`src/rtl/adder_arbiter.sv`:
```
// ============================================================================
// adder_arbiter: round-robin sharing of one 32-bit adder among NUM_REQ
// requesters. The optional overflow flag is enabled by ADDER_ARB_OVF_EN.
// Revision: 1.0
// ============================================================================
`default_nettype none

module adder (
  input  logic [31:0] a,
  input  logic [31:0] b,
  output logic [31:0] out
);
  assign out = a + b;
endmodule

module adder_arbiter #(
  parameter int NUM_REQ = 4,
  parameter int ID_W    = 2
) (
  input  logic                   clk,
  input  logic                   rst_n,
  input  logic [NUM_REQ-1:0]     req_valid,
  input  logic [32*NUM_REQ-1:0]  req_a,
  input  logic [32*NUM_REQ-1:0]  req_b,
  output logic [NUM_REQ-1:0]     req_ready,
  output logic                   resp_valid,
  input  logic                   resp_ready,
  output logic [31:0]            resp_sum,
  output logic [ID_W-1:0]        resp_id,
`ifdef ADDER_ARB_OVF_EN
  output logic                   resp_ovf,
`endif
  output logic [15:0]            op_count
);

  localparam logic [ID_W:0]   c_num  = (ID_W+1)'(NUM_REQ);
  localparam logic [ID_W-1:0] c_last = ID_W'(NUM_REQ-1);

  logic [ID_W-1:0]    r_rr_ptr;
  logic               r_resp_valid;
  logic [31:0]        r_resp_sum;
  logic [ID_W-1:0]    r_resp_id;
  logic [15:0]        r_op_count;

  logic               w_can_accept;
  logic [NUM_REQ-1:0] w_rot;
  logic               w_found;
  logic               w_fire;
  logic [ID_W:0]      w_off;
  logic [ID_W:0]      w_idx_sum;
  logic [ID_W:0]      w_idx_wrap;
  logic [ID_W-1:0]    w_gidx;
  logic [31:0]        w_a;
  logic [31:0]        w_b;
  logic [31:0]        w_sum;

  assign w_can_accept = !r_resp_valid || resp_ready;

  // Rotate so that bit 0 is the requester at rr_ptr; the lowest set bit wins.
  assign w_rot = (req_valid >> r_rr_ptr) | (req_valid << (c_num - {1'b0, r_rr_ptr}));

  always_comb begin
    w_found = 1'b0;
    w_off   = '0;
    for (int k = NUM_REQ - 1; k >= 0; k--) begin
      if (w_rot[k]) begin
        w_found = 1'b1;
        w_off   = (ID_W+1)'(k);
      end
    end
  end

  assign w_idx_sum  = {1'b0, r_rr_ptr} + w_off;
  assign w_idx_wrap = (w_idx_sum >= c_num) ? (w_idx_sum - c_num) : w_idx_sum;
  assign w_gidx     = w_idx_wrap[ID_W-1:0];
  assign w_fire     = w_found && w_can_accept;

  generate
    for (genvar i = 0; i < NUM_REQ; i++) begin : g_ready
      assign req_ready[i] = w_fire && rst_n && (w_gidx == ID_W'(i));
    end
  endgenerate

  always_comb begin
    w_a = '0;
    w_b = '0;
    for (int i = 0; i < NUM_REQ; i++) begin
      if (w_gidx == ID_W'(i)) begin
        w_a = req_a[32*i +: 32];
        w_b = req_b[32*i +: 32];
      end
    end
  end

  adder u_adder (
    .a   (w_a),
    .b   (w_b),
    .out (w_sum)
  );

  always_ff @(posedge clk or negedge rst_n) begin
    if (!rst_n) begin
      r_rr_ptr     <= '0;
      r_resp_valid <= 1'b0;
      r_resp_sum   <= '0;
      r_resp_id    <= '0;
      r_op_count   <= '0;
    end else if (w_fire) begin
      r_rr_ptr     <= (w_gidx == c_last) ? '0 : w_gidx + 1'b1;
      r_resp_valid <= 1'b1;
      r_resp_sum   <= w_sum;
      r_resp_id    <= w_gidx;
      r_op_count   <= r_op_count + 16'd1;
    end else if (r_resp_valid && resp_ready) begin
      r_resp_valid <= 1'b0;
    end
  end

`ifdef ADDER_ARB_OVF_EN
  logic r_resp_ovf;
  logic w_ovf;

  assign w_ovf = (w_a[31] == w_b[31]) && (w_sum[31] != w_a[31]);

  always_ff @(posedge clk or negedge rst_n) begin
    if (!rst_n) begin
      r_resp_ovf <= 1'b0;
    end else if (w_fire) begin
      r_resp_ovf <= w_ovf;
    end
  end

  assign resp_ovf = r_resp_ovf;
`endif

  assign resp_valid = r_resp_valid;
  assign resp_sum   = r_resp_sum;
  assign resp_id    = r_resp_id;
  assign op_count   = r_op_count;

endmodule

`default_nettype wire
```
`config.mk`:
```
export PLATFORM = sky130hd
export DESIGN_NAME = adder_arbiter
export DESIGN_NICKNAME = d
export VERILOG_FILES = /design/src/rtl/adder_arbiter.sv
export SDC_FILE = /design/constraint.sdc
export NUM_CORES = 1
export LEC_CHECK = 0
export BUFFER_PORTS_ARGS = -buffer_cell sky130_fd_sc_hd__buf_2
export CORE_ASPECT_RATIO = 1.75
export CORE_MARGIN = 5
export CORE_UTILIZATION = 40
export DETAILED_ROUTE_END_ITERATION = 7
export PLACE_DENSITY = 0.74
export RECOVER_POWER = 100
export SLEW_MARGIN = 20
export SYNTH_ARGS = -nofsm -noshare
export SYNTH_HDL_FRONTEND = slang
export SYNTH_HIERARCHICAL = 1
export SYNTH_SLANG_ARGS = --single-unit
```
`constraint.sdc`:
```
create_clock -name clk -period 13.6 [get_ports clk]
set_input_delay 2.72 -clock clk [delete_from_list [all_inputs] [get_ports clk]]
set_output_delay 2.72 -clock clk [all_outputs]
set_load 0.02 [all_outputs]
```
==> qor.txt <==
=================================================================================
Routed wire length per instance                                          18.55 um
Worst slack on hold paths                                               0.4788 ns
Number of iterations in the first detailed-routing pass                         5
Total global routing track utilization                                     24.83%
Rows                                                                           60
Endpoints failing hold                                                          0
Die extent in y                                                          174.6 um
Initial drt markers                                                           363
Hold Path End                                                        op_count[15]
Root Buffer Master                                                      clkbuf_16
Total number of vias                                                         7321
Area share of the leading cell type in the synthesized netlist             21.42%
Arr. time, crit path                                                     10.61 ns
Worst hold path startpoint                                           op_count[15]
Most frequent cells after synthesis                                  a21oi_1 (102), nand2_1 (92), nor2_1 (82), o21ai_0 (80), a22oi_1 (64)
Count of port buffers added during placement                                  317
Post-route cell area                                                   7801 sq um
Pre-CTS WS                                                               4.332 ns
Max Freq                                                                95.98 MHz
Critical path class                                                     in -> reg
HP Class                                                               reg -> reg
Number of antenna violations at the first check in global routing               2
Total clock sinks                                                              53
Sequential area share after synthesis                                      21.42%
Violations in the final reports                                      capacitance limit, slew limit
PnR worst setup slack                                                    3.181 ns
Syn Inst Count                                                                825
Max Cap Viol                                                                    5
Starting utilization of the core area                                      40.43%
Worst-Margin Slew                                                        3.204 ns
Post-detailed-placement cell area                                      7807 sq um
Number of cells traversed by the worst register-to-register path               22
Post-DP HPWL                                                             18.97 mm
Setup slack on the worst flop-to-flop path                                4.58 ns
Clock latency of the later-clocked register in the worst-skew pair        0.30 ns
Required time at the endpoint of the critical path                       13.79 ns
Result of the run                                                    finished, violations left
Global-route wire length before repair                                   37.02 mm
Ys Warns                                                                        6
Die Outline Area                                                      18170 sq um
Number of endpoints failing setup at the final stage                            0
Setup crit start kind                                                primary input
Mean Syn Cell Area                                                    7.506 sq um
Core box area                                                         15310 sq um
Final critical path time including I/O delays and setup                  10.42 ns
Depth of the worst hold-timing path                                             1
Crit. End Element                                                       flip-flop
Total CTS buffers                                                               5
Most used standard cell by instance count after synthesis                 a21oi_1
Die span in x                                                            104.1 um
Post-synth design cell area                                            6192 sq um
Highest fanout seen on the critical path                                       74
Clock Pin Slew Worst Setup and Hold Paths                                 0.08 ns
Remaining routing DRC violations                                                0
Period utilisation layout                                                  76.61%
Clock H-tree levels                                                             2
Number of enable-type register cells in the synthesized netlist                 0
Worst reg2reg endpoint                                               resp_sum[27]
Number of slew-limit violations in the final report                           186
Routability Congestion                                                     0.9526
Worst slew slack as a fraction of its limit                               -113.6%
Cell types with the largest area share after synthesis               dfrtp_1 (21%), a21oi_1 (8.2%), a22oi_1 (7.8%)
Wire length reported by the detailed router                              23.76 mm
Via count of the first global-routing pass                                   7168
Summed negative setup slack over all endpoints                               0 ns
Final setup skew                                                      0.005230 ns
Layout overhead on the synthesized area                                    25.99%
Main synth FF type                                                        dfrtp_1
RSZ-0062 raised after global routing                                        false
Largest area contributor in the synthesized netlist                       dfrtp_1
Post-CTS setup buffers                                                          0
Number of cells upsized or downsized after cts                                  0
Number of nets in the final layout                                           1394
Aggregate global routing overflow                                               0
Number of buffers on the longest clock path                                     2
Hold-fix buffers, CTS                                                           0
Reg-to-reg critical path startpoint                                   r_rr_ptr[0]
Flip-flop and latch count after synthesis                                      53
TritonCTS clock tree                                                         done
Post-synthesis async set-or-reset flop share                               100.0%
Number of nets still failing antenna checks after routing                       0
Count of distinct cell types in the synthesized netlist                        65
Syn Nets                                                                     1127
Proportion of layout cells with a drive suffix above 1                     29.09%
# IOs                                                                         318
Via-per-instance ratio                                                      5.715
Maximum number of pins on one net before global-route repair                   75
=================================================================================
## metal layers
layer	global-route usage (%)	routed length, um
met5	0	11
met4	8.536	656
met2	46.06	12550
met1	27.86	8939
met3	4.991	1605
## state kept, by name, summed over array words and instances, names as in the netlist
| name | cells |
|---|---|
| resp_id | 2 |
| resp_valid | 1 |
| resp_sum | 32 |
| r_rr_ptr | 2 |
| op_count | 16 |
## layout make-up
| type | instances | area (sq um) |
|---|---|---|
| fillers | 1646 | 7513 |
| multi-input cells | 698 | 4488 |
| repair buffers | 323 | 1556 |
| flip-flops and latches | 53 | 1326 |
| well taps | 186 | 232.7 |
| clock buffers | 5 | 125.1 |
| inverters | 11 | 41.29 |
| clock inverters | 3 | 26.28 |
| diodes | 2 | 5.005 |
## worst max-delay path by stage
stage                       startpoint      endpoint  slack [ns]  cells past startpoint
after floorplan           req_valid[0]  req_ready[1]        5.38                     13
after global placement    req_valid[0]  req_ready[2]        4.40                     13
after detailed placement  req_valid[0]  req_ready[2]        4.33                     13
after CTS                 req_valid[0]  req_ready[2]        4.31                     13
after global routing      req_valid[0]  resp_sum[27]        2.51                     21
final                     req_valid[0]  resp_sum[27]        3.18                     21
## worst max-delay path: stages
cell and delay (ns):
clkbuf_1 0.14, mux2_1 0.34, and2_0 0.18, a311oi_1 1.28, a21oi_1 0.19, nor2_1 0.15
ha_1 0.17, xnor2_1 0.13, xnor2_1 0.35, ha_1 1.38, buf_4 0.72, o21ai_0 0.31
ha_1 0.41, a21oi_1 0.30, nand2_1 0.08, nor2_1 0.11, a22oi_1 0.18, a311oi_1 0.66
o21ai_0 0.27, xor2_1 0.19, mux2_2 0.27
## cell families (layout without fill, tap and decap cells)
| family | after synthesis | count (layout) | share of synthesized area, % |
|---|---|---|---|
| AO/OA/AOI/OAI | 327 | 327 | 34.29 |
| AND/OR/NAND/NOR | 248 | 248 | 17.60 |
| buffers and inverters | 74 | 342 | 5.254 |
| flip-flops | 53 | 53 | 21.42 |
| XOR/XNOR | 44 | 44 | 6.223 |
| multiplexers | 40 | 40 | 7.214 |
| adder cells (fa/ha/maj) | 39 | 39 | 8.002 |
| other | 0 | 2 | 0 |
## metrics by stage
step	utilization [%]	cells
floorplan	-	825
global placement	50.98	1271
detailed placement	50.98	1271
CTS	51.97	1279
global route	50.92	1280
finish	50.94	1281
## placed cells by master, fill, tap and decap left out, types with 24 or more instances in the layout
master,n
o21ai_0,81
mux2_2,33
a22oi_1,65
ha_1,36
a21oi_1,102
xor2_1,24
nand2_1,92
clkbuf_1,56
buf_2,263
dfrtp_1,53
nor2_1,82
Power is left out: the tool's default activity adds up to more than one toggle a clock period on the data nets, which glitch-free logic cannot reach.
